File: src/rtl/ps2_pkg.sv
// Shared constants and types for the PS/2 keyboard front end.
// Scancode set 2 prefix bytes, key word field positions, frame FSM state.
package ps2_pkg;

    localparam logic [7:0] B_E0 = 8'hE0;
    localparam logic [7:0] B_F0 = 8'hF0;
    localparam logic [7:0] B_E1 = 8'hE1;
    localparam logic [7:0] B_FA = 8'hFA;
    localparam logic [7:0] B_AA = 8'hAA;
    localparam logic [7:0] B_EE = 8'hEE;
    localparam logic [7:0] B_FE = 8'hFE;

    localparam int KEY_TOG = 10;
    localparam int KEY_PRS = 9;
    localparam int KEY_EXT = 8;

    // Bytes still to drop after E1 (rest of the Pause sequence).
    localparam logic [2:0] PAUSE_SKIP = 3'd7;

    typedef enum logic [1:0] {
        ST_IDLE,
        ST_DATA,
        ST_PARITY,
        ST_STOP
    } rx_state_e;

endpackage

File: src/rtl/ps2_frame_rx.sv
// PS/2 line conditioning and 11-bit frame receiver.
// Emits one-cycle byte_valid_o or frame_err_o per frame.
module ps2_frame_rx
    import ps2_pkg::*;
#(
    parameter int unsigned FILTER_LEN  = 8,
    parameter int unsigned TIMEOUT_CYC = 50000
) (
    input  logic       clk_sys,
    input  logic       RESET_n,
    input  logic       ps2_clk_i,
    input  logic       ps2_data_i,
    output logic [7:0] byte_o,
    output logic       byte_valid_o,
    output logic       frame_err_o,
    output logic       busy_o
);

    localparam int FW = $clog2(FILTER_LEN + 1);
    localparam int TW = $clog2(TIMEOUT_CYC + 1);
    localparam logic [FW-1:0] FLIM = FW'(FILTER_LEN - 1);
    localparam logic [TW-1:0] TLIM = TW'(TIMEOUT_CYC - 1);

    logic [1:0]    clk_sync_q;
    logic [1:0]    dat_sync_q;
    logic          filt_q;
    logic [FW-1:0] fcnt_q;
    rx_state_e     state_q;
    logic [2:0]    bcnt_q;
    logic [7:0]    shreg_q;
    logic          par_q;
    logic [TW-1:0] tmo_q;
    logic          valid_q;
    logic          err_q;
    logic          clk_s;
    logic          dat_s;
    logic          fe;

    assign clk_s = clk_sync_q[1];
    assign dat_s = dat_sync_q[1];

    // Falling edge of the filtered clock, seen in the cycle it flips.
    assign fe = filt_q & ~clk_s & (fcnt_q == FLIM);

    // Two-flop synchronizers; idle PS/2 lines are high.
    always_ff @(posedge clk_sys or negedge RESET_n) begin
        if (!RESET_n) begin
            clk_sync_q <= 2'b11;
            dat_sync_q <= 2'b11;
        end else begin
            clk_sync_q <= {clk_sync_q[0], ps2_clk_i};
            dat_sync_q <= {dat_sync_q[0], ps2_data_i};
        end
    end

    // Clock filter: level follows only after FILTER_LEN agreeing samples.
    always_ff @(posedge clk_sys or negedge RESET_n) begin
        if (!RESET_n) begin
            filt_q <= 1'b1;
            fcnt_q <= '0;
        end else if (clk_s == filt_q) begin
            fcnt_q <= '0;
        end else if (fcnt_q == FLIM) begin
            filt_q <= clk_s;
            fcnt_q <= '0;
        end else begin
            fcnt_q <= fcnt_q + 1'b1;
        end
    end

    // Frame FSM with mid-frame timeout and registered strobes.
    always_ff @(posedge clk_sys or negedge RESET_n) begin
        if (!RESET_n) begin
            state_q <= ST_IDLE;
            bcnt_q  <= '0;
            shreg_q <= '0;
            par_q   <= 1'b0;
            tmo_q   <= '0;
            valid_q <= 1'b0;
            err_q   <= 1'b0;
        end else begin
            valid_q <= 1'b0;
            err_q   <= 1'b0;
            if (fe) begin
                tmo_q <= '0;
                unique case (state_q)
                    ST_IDLE: begin
                        if (!dat_s) begin
                            state_q <= ST_DATA;
                            bcnt_q  <= '0;
                        end else begin
                            err_q <= 1'b1;
                        end
                    end
                    ST_DATA: begin
                        shreg_q <= {dat_s, shreg_q[7:1]};
                        bcnt_q  <= bcnt_q + 1'b1;
                        if (bcnt_q == 3'd7) begin
                            state_q <= ST_PARITY;
                        end
                    end
                    ST_PARITY: begin
                        par_q   <= dat_s;
                        state_q <= ST_STOP;
                    end
                    ST_STOP: begin
                        state_q <= ST_IDLE;
                        if (dat_s && (^{shreg_q, par_q})) begin
                            valid_q <= 1'b1;
                        end else begin
                            err_q <= 1'b1;
                        end
                    end
                endcase
            end else if (state_q != ST_IDLE) begin
                if (tmo_q == TLIM) begin
                    state_q <= ST_IDLE;
                    tmo_q   <= '0;
                    err_q   <= 1'b1;
                end else begin
                    tmo_q <= tmo_q + 1'b1;
                end
            end
        end
    end

    assign byte_o       = shreg_q;
    assign byte_valid_o = valid_q;
    assign frame_err_o  = err_q;
    assign busy_o       = (state_q != ST_IDLE);

endmodule

File: src/rtl/ps2_key_encoder.sv
// PS/2 keyboard to toggle-format key event encoder.
// Interprets set 2 prefixes and owns the ps2_key register.
module ps2_key_encoder
    import ps2_pkg::*;
#(
    parameter int unsigned FILTER_LEN  = 8,
    parameter int unsigned TIMEOUT_CYC = 50000
) (
    input  logic        clk_sys,
    input  logic        RESET_n,
    input  logic        ps2_clk_in,
    input  logic        ps2_data_in,
    output logic [10:0] ps2_key,
    output logic        frame_err,
    output logic        busy
);

    logic [7:0]  rx_byte;
    logic        rx_valid;
    logic        rx_err;
    logic [10:0] key_q;
    logic        ext_q;
    logic        brk_q;
    logic [2:0]  skip_q;

    ps2_frame_rx #(
        .FILTER_LEN  (FILTER_LEN),
        .TIMEOUT_CYC (TIMEOUT_CYC)
    ) u_rx (
        .clk_sys      (clk_sys),
        .RESET_n      (RESET_n),
        .ps2_clk_i    (ps2_clk_in),
        .ps2_data_i   (ps2_data_in),
        .byte_o       (rx_byte),
        .byte_valid_o (rx_valid),
        .frame_err_o  (rx_err),
        .busy_o       (busy)
    );

    // Prefix interpreter: E0/F0 flags, Pause skip, key event emission.
    always_ff @(posedge clk_sys or negedge RESET_n) begin
        if (!RESET_n) begin
            key_q  <= '0;
            ext_q  <= 1'b0;
            brk_q  <= 1'b0;
            skip_q <= '0;
        end else if (rx_err) begin
            ext_q  <= 1'b0;
            brk_q  <= 1'b0;
            skip_q <= '0;
        end else if (rx_valid) begin
            if (skip_q != 3'd0) begin
                skip_q <= skip_q - 1'b1;
            end else begin
                case (rx_byte)
                    B_E1: skip_q <= PAUSE_SKIP;
                    B_E0: ext_q  <= 1'b1;
                    B_F0: brk_q  <= 1'b1;
                    B_FA, B_AA, B_EE, B_FE, 8'h00, 8'hFF: begin
                        ext_q <= 1'b0;
                        brk_q <= 1'b0;
                    end
                    default: begin
                        key_q[KEY_TOG] <= ~key_q[KEY_TOG];
                        key_q[KEY_PRS] <= ~brk_q;
                        key_q[KEY_EXT] <= ext_q;
                        key_q[7:0]     <= rx_byte;
                        ext_q          <= 1'b0;
                        brk_q          <= 1'b0;
                    end
                endcase
            end
        end
    end

    assign ps2_key   = key_q;
    assign frame_err = rx_err;

endmodule
File: config.mk
export PLATFORM = sky130hd
export DESIGN_NAME = ps2_key_encoder
export DESIGN_NICKNAME = d
export VERILOG_FILES = /design/src/rtl/ps2_pkg.sv /design/src/rtl/ps2_frame_rx.sv /design/src/rtl/ps2_key_encoder.sv
export SDC_FILE = /design/constraint.sdc
export NUM_CORES = 1
export LEC_CHECK = 0
export CAP_MARGIN = 30
export CORE_MARGIN = 2
export CORE_UTILIZATION = 45
export DETAILED_ROUTE_END_ITERATION = 8
export GPL_ROUTABILITY_DRIVEN = 0
export GPL_TIMING_DRIVEN = 0
export HOLD_SLACK_MARGIN = 0.12
export PLACE_DENSITY_LB_ADDON = 0.15
export SLEW_MARGIN = 20
export SYNTH_ARGS = -nofsm -noshare
export SYNTH_HDL_FRONTEND = slang
export SYNTH_HIERARCHICAL = 1
export SYNTH_SLANG_ARGS = --single-unit
File: constraint.sdc
create_clock -name clk_sys -period 2.71 [get_ports clk_sys]
set_input_delay 0.542 -clock clk_sys [delete_from_list [all_inputs] [get_ports clk_sys]]
set_output_delay 0.542 -clock clk_sys [all_outputs]
set_load 0.005 [all_outputs]
==> out/qor.csv <==
metric,value,unit
status,completed,
yosys-mux-area-fraction,0.0933,
finalSetupTns,0,ps
p_per_area,557,nW/um^2
wl_per_cell,14.3,um
ant_nets,0,
ctsRootBufferMaster,clkbuf_8,
start_kind,flip-flop,
instances_no_fill,384,
tightest_slew,515,ps
grt-ovfl-total,0,
setup_viol,0,
ys_types,56,
cp-end-kind,primary output,
grt_max_degree,57,
postCtsSetupBuffers,0,
yosysTopAreaCell,dfrtp_1,
path_clk_slew,60,ps
synth_fa_ha_area_frac,0.0491,
drive_gt1_frac,0.184,
grt_use_total,0.164,
portBuffers,16,
ios,17,
die_x,86.4,um
required,2170,ps
hold_viol,0,
cts_buffers,9,
crit_fanout,7,
syn-num-nets,286,
die_y,86.4,um
vias,2105,
synth_area,3060,sq um
antenna_found_initial,0,
setup.worst_path.class,flip-flop to primary output,
busiest_layer,met2,
yosys_warnings,6,
ir_drop,284,uV
yosysMostFrequentCell,dfrtp_1,
fin_skew,9.05,ps
dpl-instance-area,3340,sq um
final_util,0.527,
dieArea,7470,sq um
pre_cts_slack,675,ps
final_area,3520,sq um
finalCriticalPeriod,2390,ps
first_pass_iters,4,
ys.flop_type,dfrtp_1,
start_util,0.457,
synth_top_family_by_area,simple AND/OR/NAND/NOR gates,
n_antenna_cell,0,
power_leakage,1.51,nW
fmax,419,MHz
drtIter0Drc,52,
slew_viol_final,0,
synth-seq-cells,57,
via_per_inst,5.48,
synth_top_area_frac,0.426,
grt_first_pass_wirelength,9600,um
dp_hpwl,3730,um
synth_xor_area_frac,0.0610,
netlist_instances,270,
cts_tree,built,
fin_nets,315,
wirelength,5490,um
cts_sinks,57,
cap_viol_max_count,0,
met2_usage,0.271,
core_area,6680,sq um
yosys.area_share.simple,0.173,
slew_headroom,0.648,
min_period_over_period,0.881,
ys_seq_area_frac,0.469,
postSynth.asyncResetShare,1.00,
worstPathArrival,1840,ps
synth_area_leaders,"dfrtp_1, ha_1, dfstp_2",
dpl.cell_count,367,
synth_edf_count,0,
drc,0,
area_growth,15.1,%
clk_path_buf_depth,2,
synth.avg_cell_area,11.3,sq um
layout_setup_ws,323,ps
hold_path_class,flip-flop to flip-flop,
fp-row-count,30,
worstSkewPairLatency,330,ps
synth_compound_area_frac,0.118,
met3_usage,0.0314,
grtUsageMet1,0.207,
h-tree-depth,3,
rsz0062_at_grt,no,
grt_pass1_vias,2071,
synthTopCellsByCount,"dfrtp_1, nor2_1, nand2_1",
final cells by class:
type                    instances  area (sq um)
inverters                      14          52.6
fillers                       605          3160
plain buffers                   7          60.1
multi-input cells             192          1510
flip-flops and latches         57          1430
clock buffers                  13           149
clock inverters                 3          17.5
well taps                      80           100
repair buffers                 18           195
logic make-up after synthesis:
logic type                 count (synthesis)
xor gates and xnor gates                  18
adders and majority gates                 12
DFF                                       57
and+or+nand+nor                           87
muxes                                     23
buffers and inverters                     21
AOI/OAI and AO/OA                         52
metal layers:
layer	up-vias	routed length [um]
met2	28	2540
li1	1044	-
met4	0	102
met1	1024	2700
met3	9	140
met5	-	0
layout by cell type, fill, tap and decap left out, drive strengths merged, types with 2 or more instances in the layout:
| cell | instances |
|---|---|
| a32oi | 2 |
| dfrtp | 52 |
| xnor2 | 14 |
| nor2b | 6 |
| ha | 12 |
| a21oi | 9 |
| nor2 | 20 |
| xor2 | 2 |
| mux2 | 20 |
| clkbuf | 16 |
| o2111ai | 2 |
| nor4 | 4 |
| o221ai | 2 |
| o21ai | 10 |
| o21a | 5 |
| or3 | 3 |
| a2111oi | 2 |
| nand4 | 5 |
| nand3 | 7 |
| mux2i | 3 |
| buf | 6 |
| o211ai | 2 |
| a31oi | 5 |
| nand4b | 4 |
| nor3 | 5 |
| clkinv | 2 |
| or4b | 2 |
| dfstp | 5 |
| inv | 14 |
| a211oi | 6 |
| nand2 | 17 |
| o31ai | 3 |
| clkdlybuf4s50 | 15 |
| nand2b | 2 |
| or4 | 6 |
flip-flops by register name (all words and copies together), names as in the netlist:
name and count:
u_rx/filt_q 1, ps2_key 11, u_rx/frame_err_o 1, u_rx/byte_o 8
brk_q 1, u_rx/clk_sync_q 2, u_rx/dat_sync_q 2, u_rx/byte_valid_o 1
u_rx/bcnt_q 3, ext_q 1, u_rx/fcnt_q 4, u_rx/state_q 2
u_rx/tmo_q 16, skip_q 3, u_rx/par_q 1
per-stage QoR:
step	power [mW]	hold slack [ps]
global route	2.08	359
CTS	1.99	356
floorplan	1.20	246
finish	1.96	355
detailed placement	1.30	340
global placement	1.29	346
power by group:
part	total [mW]	switching [mW]	internal, mW
Sequential	0.992	0.0747	0.918
Clock	0.674	0.320	0.354
Combinational	0.293	0.166	0.127
timing repair:
| item | CTS | global route |
|---|---|---|
| hold buffers | 1 | 0 |
| gates resized for setup | 0 | 0 |
| endpoints found under the setup margin | 0 | 0 |
| hold endpoints to repair | 1 | 0 |
critical path, cell delays in order, from the launching register on:
cell and delay [ps]:
dfrtp_1 400, inv_1 110, ha_1 310, inv_1 180
clkdlybuf4s50_1 530
path summary, 6_finish.rpt:
check,start,endpoint,slack [ps],depth (start not counted)
worst max-delay path,u_rx/state_q[0]$_DFFE_PN0P_,busy,320,4
worst min-delay path,u_rx/dat_sync_q[0]$_DFF_PN1_,u_rx/dat_sync_q[1]$_DFF_PN1_,350,0
worst max register to register,u_rx/tmo_q[4]$_DFFE_PN0P_,u_rx/tmo_q[11]$_DFFE_PN0P_,680,5
worst min register to register,u_rx/dat_sync_q[0]$_DFF_PN1_,u_rx/dat_sync_q[1]$_DFF_PN1_,350,0
max in group asynchronous,RESET_n,u_rx/clk_sync_q[0]$_DFF_PN1_,1670,3
min in group asynchronous,RESET_n,ps2_key[10]$_DFFE_PN0P_,540,2
Power figures use the tool's default switching activity.
